File: src/rtl/md_pkg.sv
// rtl/md_pkg.sv - shared types and constants for the mult/div issue controller
package md_pkg;

    // Issue-controller FSM states
    typedef enum logic [1:0] {
        ST_IDLE = 2'd0,
        ST_RUN  = 2'd1,
        ST_CAP  = 2'd2,
        ST_DONE = 2'd3
    } md_state_e;

    // Operation select carried on op_div / md_set_md
    localparam logic OP_MULT = 1'b0;
    localparam logic OP_DIV  = 1'b1;

    // Default unit latencies in active start edges
    localparam int MULT_CYCLES_DEF = 32;
    localparam int DIV_CYCLES_DEF  = 33;

    // Cycle counter width; latencies must stay below 2**CNT_W
    localparam int CNT_W = 6;

endpackage

File: src/rtl/hilo_regs.sv
// rtl/hilo_regs.sv - architectural HI/LO pair with direct-write and result-capture muxing
module hilo_regs
    import md_pkg::*;
(
    input  logic        clk_i,
    input  logic        reset_i,
    input  logic        idle_i,
    input  logic        hi_we_i,
    input  logic        lo_we_i,
    input  logic [31:0] wdata_i,
    input  logic        cap_en_i,
    input  logic [31:0] cap_hi_i,
    input  logic [31:0] cap_lo_i,
    output logic [31:0] hi_o,
    output logic [31:0] lo_o
);

    logic [31:0] hi_q, hi_d;
    logic [31:0] lo_q, lo_d;

    // Next-state select: a unit result wins, direct mthi/mtlo only land while idle
    always_comb begin
        hi_d = hi_q;
        lo_d = lo_q;
        if (cap_en_i) begin
            hi_d = cap_hi_i;
            lo_d = cap_lo_i;
        end else if (idle_i) begin
            if (hi_we_i) hi_d = wdata_i;
            if (lo_we_i) lo_d = wdata_i;
        end
    end

    // Register update with synchronous clear
    always_ff @(posedge clk_i) begin
        if (reset_i) begin
            hi_q <= '0;
            lo_q <= '0;
        end else begin
            hi_q <= hi_d;
            lo_q <= lo_d;
        end
    end

    assign hi_o = hi_q;
    assign lo_o = lo_q;

endmodule

File: src/rtl/md_issue_ctrl.sv
// rtl/md_issue_ctrl.sv - mult/div issue FSM and HI/LO ownership; DIVZERO_ABORT_EN short-circuits zero-divisor divides
module md_issue_ctrl
    import md_pkg::*;
#(
    parameter int MULT_CYCLES = MULT_CYCLES_DEF,
    parameter int DIV_CYCLES  = DIV_CYCLES_DEF
) (
    input  logic        clk,
    input  logic        reset,
    input  logic        req,
    input  logic        op_div,
    input  logic [31:0] src_a,
    input  logic [31:0] src_b,
    input  logic        hi_we,
    input  logic        lo_we,
    input  logic [31:0] wdata,
    output logic        ack,
    output logic        busy,
    output logic        div_zero,
    output logic [31:0] hi,
    output logic [31:0] lo,
    output logic        md_start,
    output logic        md_set_md,
    output logic [31:0] md_a,
    output logic [31:0] md_b,
    input  logic [31:0] md_hi,
    input  logic [31:0] md_lo,
    input  logic        md_zero
);

    localparam logic [CNT_W-1:0] MULT_LAST = CNT_W'(MULT_CYCLES - 1);
    localparam logic [CNT_W-1:0] DIV_LAST  = CNT_W'(DIV_CYCLES - 1);

    md_state_e        state_q;
    logic [CNT_W-1:0] cnt_q;
    logic             md_start_q;
    logic             md_set_md_q;
    logic [31:0]      md_a_q;
    logic [31:0]      md_b_q;
    logic             ack_q;
    logic             div_zero_q;

    logic [CNT_W-1:0] cnt_last;
    logic             cap_en;

    assign cnt_last = (md_set_md_q == OP_DIV) ? DIV_LAST : MULT_LAST;
    // A zero-divisor divide leaves HI/LO alone; everything else captures the unit result
    assign cap_en   = (state_q == ST_CAP) && !((md_set_md_q == OP_DIV) && md_zero);

    // Issue FSM: latch operands, hold start for N+1 cycles, capture, pulse ack
    always_ff @(posedge clk) begin
        if (reset) begin
            state_q     <= ST_IDLE;
            cnt_q       <= '0;
            md_start_q  <= 1'b0;
            md_set_md_q <= 1'b0;
            md_a_q      <= '0;
            md_b_q      <= '0;
            ack_q       <= 1'b0;
            div_zero_q  <= 1'b0;
        end else begin
            case (state_q)
                ST_IDLE: begin
                    if (req) begin
                        md_set_md_q <= op_div;
                        md_a_q      <= src_a;
                        md_b_q      <= src_b;
                        cnt_q       <= '0;
                        div_zero_q  <= 1'b0;
`ifdef DIVZERO_ABORT_EN
                        if ((op_div == OP_DIV) && (src_b == '0)) begin
                            div_zero_q <= 1'b1;
                            state_q    <= ST_DONE;
                        end else begin
                            md_start_q <= 1'b1;
                            state_q    <= ST_RUN;
                        end
`else
                        md_start_q <= 1'b1;
                        state_q    <= ST_RUN;
`endif
                    end
                end
                ST_RUN: begin
                    if (cnt_q == cnt_last) begin
                        state_q <= ST_CAP;
                    end else begin
                        cnt_q <= cnt_q + 1'b1;
                    end
                end
                ST_CAP: begin
                    if ((md_set_md_q == OP_DIV) && md_zero) begin
                        div_zero_q <= 1'b1;
                    end
                    md_start_q <= 1'b0;
                    ack_q      <= 1'b1;
                    state_q    <= ST_DONE;
                end
                ST_DONE: begin
`ifdef DIVZERO_ABORT_EN
                    // Aborted divides arrive here with ack low and wait one extra edge
                    if (!ack_q) begin
                        if (cnt_q == CNT_W'(1)) begin
                            ack_q <= 1'b1;
                        end else begin
                            cnt_q <= cnt_q + 1'b1;
                        end
                    end else begin
                        ack_q   <= 1'b0;
                        state_q <= ST_IDLE;
                    end
`else
                    ack_q   <= 1'b0;
                    state_q <= ST_IDLE;
`endif
                end
                default: begin
                    state_q <= ST_IDLE;
                end
            endcase
        end
    end

    hilo_regs u_hilo_regs (
        .clk_i    (clk),
        .reset_i  (reset),
        .idle_i   (state_q == ST_IDLE),
        .hi_we_i  (hi_we),
        .lo_we_i  (lo_we),
        .wdata_i  (wdata),
        .cap_en_i (cap_en),
        .cap_hi_i (md_hi),
        .cap_lo_i (md_lo),
        .hi_o     (hi),
        .lo_o     (lo)
    );

    assign ack       = ack_q;
    assign busy      = (state_q != ST_IDLE);
    assign div_zero  = div_zero_q;
    assign md_start  = md_start_q;
    assign md_set_md = md_set_md_q;
    assign md_a      = md_a_q;
    assign md_b      = md_b_q;

endmodule
File: config.mk
export PLATFORM = sky130hd
export DESIGN_NAME = md_issue_ctrl
export DESIGN_NICKNAME = d
export VERILOG_FILES = /design/src/rtl/md_pkg.sv /design/src/rtl/hilo_regs.sv /design/src/rtl/md_issue_ctrl.sv
export SDC_FILE = /design/constraint.sdc
export NUM_CORES = 1
export LEC_CHECK = 0
export CORE_ASPECT_RATIO = 1.1
export CORE_MARGIN = 2
export CORE_UTILIZATION = 41
export CTS_BUF_LIST = sky130_fd_sc_hd__clkbuf_8
export CTS_CLUSTER_DIAMETER = 120
export DETAILED_ROUTE_END_ITERATION = 8
export PLACE_DENSITY = 0.83
export SYNTH_ARGS = -nofsm -noshare
export SYNTH_HDL_FRONTEND = slang
export SYNTH_SLANG_ARGS = --single-unit
File: constraint.sdc
create_clock -name clk -period 2.1 [get_ports clk]
set_input_delay 0.42 -clock clk [delete_from_list [all_inputs] [get_ports clk]]
set_output_delay 0.42 -clock clk [all_outputs]
set_load 0.01 [all_outputs]
==> metrics.md, run 1 <==
| Metric | Value |
|---|---|
| R2R cell count | `8` |
| CP max FO | `7` |
| CTS Hold Bufs | `0` |
| DRT Wirelength | `19240 um` |
| Die Area | `15010 um2` |
| Syn_area_per_cell | `7.931 um2` |
| Area of the mapped netlist | `5758 um2` |
| WL/cell | `between 15 and 20 um` |
| Initial Util | `about two fifths` |
| Buf/Inv on CP | `1` |
| Remaining DRCs | `0` |
| Worst setup path start | `md_set_md` |
| DR pass1 iterations | `6` |
| Reg2reg end | `u_hilo_regs.hi_o[14]` |
| Most frequent cells in the layout | `clkdlybuf4s50_1 (297), nand2_1 (232), dfxtp_1 (139)` |
| FF+latch count, synth | `140` |
| CTS root buffer | `clkbuf_8` |
| Post-synth EDFFs | `0` |
| Core area | `13740 um2` |
| Largest net degree at the start of global routing | `just under 80` |
| Synth warn | `0` |
| Post-synth cell types | `36` |
| Kind of cell adding the most delay to the critical path | `buffers and inverters` |
| Pwr Density | `around 1200 nW/um2` |
| Drt via density | `5.157` |
| Hold Vio Cnt, Final | `0` |
| CTS max path bufs | `2` |
| # fillers | `1172` |
| Layout cells sized above 1 | `6.391%` |
| Clock sink count | `140` |
| Worst EP required | `1680 ps` |
| Initial drt markers | `~360` |
| Total CTS buffers | `17` |
| Setup slack, reg-to-reg | `140 ps` |
| Fin nets | `1177` |
| Relative slew margins | `76.11%` |
| HPWL Detailed | `13550 um` |
| Global Route Usage Sum | `24.68%` |
| Minimum clock period | `1983 ps` |
| Cells after Synth | `726` |
| Area growth, synth to finish | `61.32%` |
| Path length in cells of the critical path | `1` |
| Cell area after layout | `9289 um2` |
| Commonest non-fill, non-tap cell in the layout | `clkdlybuf4s50_1` |
| First-pass GRT wire length | `29270 um` |
| Seq pwr share | `around a third` |
| Die X | `roughly 120 um` |
| Worst-Skew Late Latency | `about 440 ps` |
| Final setup vio count | `0` |
| F_max | `slightly above 500 MHz` |
| Clock share of power | `18.4%` |
| Final ANT Viol Nets | `0` |
| I/O Buffers | `299` |
| GP Congestion | `between 0.8 and 0.9` |
| Pint | `6.921 mW` |
| Post-layout power | `11.25 mW` |
| Setup CP Type | `flop to output port` |
| Placed Area | `approximately 8900 um2` |
| Worst Setup End Kind | `output port` |
| Final Max Tran Viols | `0` |
| Clk_skew | `11.63 ps` |
| CTS tree | `built` |
| I/O pin cnt | `300` |
| Cell Chain, Critical Path | `clkdlybuf4s50_1` |
| Postcts setup bufs | `0` |
| Slew @ Worst Pin | `349.4 ps` |
| Sw Pwr | `4.333 mW` |
| H-tree levels | `4` |
| FP Rows | `45` |
| Die height | `128.3 um` |
| Sw frac | `38.50%` |
| Critical path arrival | `approximately 1600 ps` |
| Async SR Flop Fraction | `0%` |
| Via count | `6214` |
| Status | `finished, final reports clean` |
| Max-cap viol count | `0` |
| Critical Path Start Type | `flop` |
| Syn nets | `between 800 and 900` |
| Leakage | `3.448 nW` |
| Max IR drop VDD | `698.5 uV` |
| Inserted Diodes | `0` |
| Tcrit/Tclk final | `94.44%` |
| Gate power share | `47.8%` |
| Vias in the first global route | `5897` |
| CP max-delay cell | `clkdlybuf4s50_1` |
| Seq/Total Area, Yosys | `48.67%` |
| Remaining Overflow, GRT | `0` |
| Largest stage delay, worst path | `620 ps` |
| Initial antenna violation count | `0` |
| Setup TNS | `0 ps` |
| Reg-to-reg startpoint | `state_q[0]` |
| CP endpoint | `md_set_md` |
| Hold Crit Class | `input port to flop` |
| Clock transition at path regs | `80 ps` |
| RSZ-0062 raised after global routing | `false` |
| Synth Flop Type | `dfxtp_1` |
==> kinds of logic after synthesis <==
logic type	synth area share, %
muxes	0.1956
buffers and inverters	5.737
AOI/OAI and AO/OA	18.04
and+or+nand+nor	26.05
adders and majority gates	1.304
DFF	48.67
==> power by group through the flow <==
stage / Clock, mW / Sequential (mW) / Combinational [mW]
finish: 2.07 / 3.80 / 5.38
global placement: 0 / 3.83 / 5.14
floorplan: 0 / 4.16 / 2.54
CTS: 2.13 / 3.80 / 5.26
global route: 2.26 / 3.88 / 5.90
detailed placement: 0 / 3.85 / 5.25
==> synthesized netlist by cell type (4+ instances only) <==
library cell,count,area share [%]
buf_2,21,1.8
a311oi_1,64,9.7
nor3_1,4,0.35
nand4_1,4,0.43
ha_1,6,1.3
a21oi_1,75,6.5
buf_6,7,1.4
clkbuf_1,29,1.9
inv_1,5,0.33
nand2_1,234,15
nand3_1,35,3.0
nor2_1,69,4.5
dfxtp_1,140,49
==> registers in the layout, summed over array words and instances, names as in the netlist <==
register          cells
state_q               2
cnt_q                 6
u_hilo_regs.lo_o     32
div_zero              1
ack                   1
md_a                 32
md_start              1
u_hilo_regs.hi_o     32
md_set_md             1
md_b                 32
==> layer usage <==
metal  GRT usage (%)  vias to the layer above  part of all wire, %
met4           10.59                        0                  2.7
li1                -                     3050                    -
met1           28.34                     2859                   39
met2           42.16                      264                   50
met3           7.470                       41                  7.8
met5               0                        -                    0
==> repair_timing <==
| item | CTS | global route |
|---|---|---|
| gates resized for setup | 1 | 4 |
| pin swaps | 0 | 1 |
| setup endpoints to repair | 1 | 33 |
| gates cloned | 0 | 2 |
==> area by class of cell <==
cell class / instances / area [um2] / share of cell area, %
repair buffers: 318 / 3182 / 34.25
flip-flops and latches: 140 / 2804 / 30.19
multi-input cells: 522 / 2671 / 28.76
clock buffers: 19 / 261.5 / 2.815
well taps: 188 / 235.2 / 2.532
clock inverters: 13 / 116.4 / 1.253
inverters: 5 / 18.77 / 0.2020
==> worst min-delay path by stage <==
| stage | from | to | depth (start not counted) |
|---|---|---|---|
| 5_1_grt | reset | md_start | 2 |
| 3_5_place_dp | md_a[31] | md_a[31] | 2 |
| 6_report | reset | md_start | 2 |
| 4_1_cts | reset | md_start | 2 |
| 3_3_place_gp | md_a[24] | md_a[24] | 2 |
| 2_1_floorplan | md_a[0] | md_a[0] | 2 |
==> per-stage QoR <==
stage	cells	hold WS (ps)	util, %	worst slack, ps
after global routing	1205	248.2	67.61	30.76
after detailed placement	1171	445.7	64.60	90.38
after floorplan	726	480.5	-	418.5
after CTS	1203	234.8	67.34	25.89
final	1205	271.4	67.61	116.8
after global placement	1171	440.3	64.60	186.7
Note: power is estimated with default switching activity, not from simulation.
==> run 2: changes to the inputs <==
--- a/config.mk
+++ b/config.mk
@@ -11,6 +11,7 @@
 export CTS_BUF_LIST = sky130_fd_sc_hd__clkbuf_8
 export CTS_CLUSTER_DIAMETER = 120
 export DETAILED_ROUTE_END_ITERATION = 8
+export GPL_ROUTABILITY_DRIVEN = 0
 export PLACE_DENSITY = 0.83
 export SYNTH_ARGS = -nofsm -noshare
 export SYNTH_HDL_FRONTEND = slang
==> results of run 2 <==
Same layout as run 1: the final DEF is identical, and so are final timing and power.
==> run 3: changes to the inputs <==
--- a/config.mk
+++ b/config.mk
@@ -6,13 +6,12 @@
 export NUM_CORES = 1
 export LEC_CHECK = 0
 export CORE_ASPECT_RATIO = 1.1
-export CORE_MARGIN = 2
 export CORE_UTILIZATION = 41
 export CTS_BUF_LIST = sky130_fd_sc_hd__clkbuf_8
 export CTS_CLUSTER_DIAMETER = 120
 export DETAILED_ROUTE_END_ITERATION = 8
 export GPL_ROUTABILITY_DRIVEN = 0
-export PLACE_DENSITY = 0.83
+export PLACE_DENSITY = 0.92
 export SYNTH_ARGS = -nofsm -noshare
 export SYNTH_HDL_FRONTEND = slang
 export SYNTH_SLANG_ARGS = --single-unit
==> run 3 against run 2 <==
  * Global-route usage increased by 1.1 points
  * Non-clock buffer count decreased by 2
  * Sequential cell count unchanged
  * Setup slack improved by 8.1 ps
==> metrics.md, run 3 (synthesized netlist as in run 1, its figures left out) <==
| Metric | Value |
|---|---|
| Status | `finished, final reports clean` |
| Worst-Skew Late Latency | `430 ps (about the same)` |
| Die X | `115.0 um (-1.7%)` |
| Kind of cell adding the most delay to the critical path | `buffers and inverters` |
| CP max-delay cell | `clkdlybuf4s50_1` |
| Setup TNS | `0 ps (unchanged)` |
| Final setup vio count | `0 (unchanged)` |
| Initial drt markers | `587 (+64%)` |
| Via count | `6295 (+1.3%)` |
| Relative slew margins | `68.90% (-7.2 points)` |
| Area growth, synth to finish | `60.97%` |
| CTS tree | `built` |
| CTS root buffer | `clkbuf_8` |
| Post-CTS sizing | `2 (+1)` |
| Worst EP required | `1680 ps (about the same)` |
| Leakage | `3.458 nW (+0.31%)` |
| DRT Wirelength | `18770 um (-2.4%)` |
| Remaining DRCs | `0 (unchanged)` |
| Cell Chain, Critical Path | `clkdlybuf4s50_1` |
| Drt via density | `5.246 (+1.7%)` |
| Critical path arrival | `1560 ps (about the same)` |
| FP Rows | `45 (unchanged)` |
| Pre-CTS setup slack | `91.09 ps (+0.7056 ps)` |
| Pwr Density | `1212 nW/um2 (about the same)` |
| Core area | `13740 um2 (unchanged)` |
| Total CTS buffers | `17 (unchanged)` |
| DR pass1 iterations | `5 (-1)` |
| Largest stage delay, worst path | `610 ps (about the same)` |
| Layout cells sized above 1 | `5.731% (-0.66 points)` |
| Tcrit/Tclk final | `94.05% (-0.39 points)` |
| Remaining Overflow, GRT | `0 (unchanged)` |
| RSZ-0062 raised after global routing | `false` |
| Final Max Tran Viols | `0 (unchanged)` |
| Largest net degree at the start of global routing | `82 (+3.8%)` |
| Global Route Usage Sum | `25.83% (+1.1 points)` |
| Final Core Density | `67.47% (-0.15 points)` |
| CP max FO | `7 (unchanged)` |
| Hold Vio Cnt, Final | `0 (unchanged)` |
| Minimum clock period | `1975 ps (-8.119 ps)` |
| I/O Buffers | `299 (unchanged)` |
| I/O pin cnt | `300 (unchanged)` |
| First-pass GRT wire length | `29780 um (+1.7%)` |
| Critical Path Start Type | `flop` |
| Initial Util | `41.91% (unchanged)` |
| Final ANT Viol Nets | `0 (unchanged)` |
| Postcts setup bufs | `0 (unchanged)` |
| Setup CP Type | `flop to output port` |
| Vias in the first global route | `6253 (+6.0%)` |
| Final WS setup | `124.9 ps (+8.119 ps)` |
| Placed Area | `8885 um2 (+0.11%)` |
| H-tree levels | `4 (unchanged)` |
| Slew @ Worst Pin | `454.7 ps (+105.4 ps)` |
| Clk_skew | `9.575 ps (-2.057 ps)` |
| Buf/Inv on CP | `1 (unchanged)` |
| Commonest non-fill, non-tap cell in the layout | `clkdlybuf4s50_1` |
| Initial antenna violation count | `0 (unchanged)` |
| Most frequent cells in the layout | `clkdlybuf4s50_1 (297), nand2_1 (233), dfxtp_1 (139)` |
| HPWL Detailed | `13490 um (-0.47%)` |
| Inserted Diodes | `0 (unchanged)` |
| Cell area after layout | `9269 um2 (-0.22%)` |
| # fillers | `1111 (-5.2%)` |
| Fin nets | `1173 (-0.34%)` |
| Clock sink count | `140 (unchanged)` |
| F_max | `506.3 MHz (+0.41%)` |
| Clock transition at path regs | `80 ps (about the same)` |
| Max-cap viol count | `0 (unchanged)` |
| Max IR drop VDD | `732.1 uV (+4.8%)` |
| Worst Setup End Kind | `output port` |
| CTS Hold Bufs | `0 (unchanged)` |
| Die Area | `14520 um2 (-3.2%)` |
| Hold Crit Class | `input port to flop` |
| WL/cell | `15.64 um (-2.0%)` |
| CTS max path bufs | `2 (unchanged)` |
| Post-layout power | `11.23 mW (-0.22%)` |
| Die height | `126.3 um (-1.6%)` |
## run 3: path summary, 6_finish.rpt
| check | from | to | slack, ps | cells past startpoint |
|---|---|---|---|---|
| setup / recovery | md_set_md | md_set_md | 120 | 1 |
| hold / removal | reset | cnt_q[3] | 360 | 4 |
| setup reg to reg | state_q[0] | u_hilo_regs.hi_o[30] | 180 | 7 |
| hold reg to reg | md_b[7] | md_b[7] | 450 | 2 |
## run 3: area by class of cell
cell class / instances / area [um2] / share of cell area, %
sequential: 140 / 2804 / 30.25
tap: 188 / 235.2 / 2.538
timing repair buffer: 316 / 3192 / 34.44
inverter: 5 / 18.77 / 0.2025
multi-input combinational: 520 / 2635 / 28.43
clock buffer: 19 / 261.5 / 2.821
clock inverter: 12 / 122.6 / 1.323
## run 3: per-layer routing
| layer | track usage [%] | vias up | wire, um |
|---|---|---|---|
| li1 | - | 3035 | - |
| met1 | 27.74 | 2877 | 7038 |
| met2 | 44.33 | 312 | 9300 |
| met3 | 7.931 | 71 | 1515 |
| met4 | 15.36 | 0 | 920 |
| met5 | 0 | - | 0 |
## run 3: per-stage QoR
stage	instances	hold slack, ps
4_1_cts	1200	319.1
3_5_place_dp	1169	445.5
3_3_place_gp	1169	440.5
6_report	1200	355.3
2_1_floorplan	726	480.5
5_1_grt	1200	366.2
## run 3: tightest hold or removal path: cells and delay by family
kind                   cells  cell delay [ps]
buffers and inverters      2              200
AND/OR/NAND/NOR            2              110
## run 3: report_power, final
part	total (mW)	switching, mW	internal [mW]
combinational	5.28	2.79	2.49
sequential	3.83	0.427	3.41
clock	2.12	1.02	1.10
total	11.2	4.24	6.99
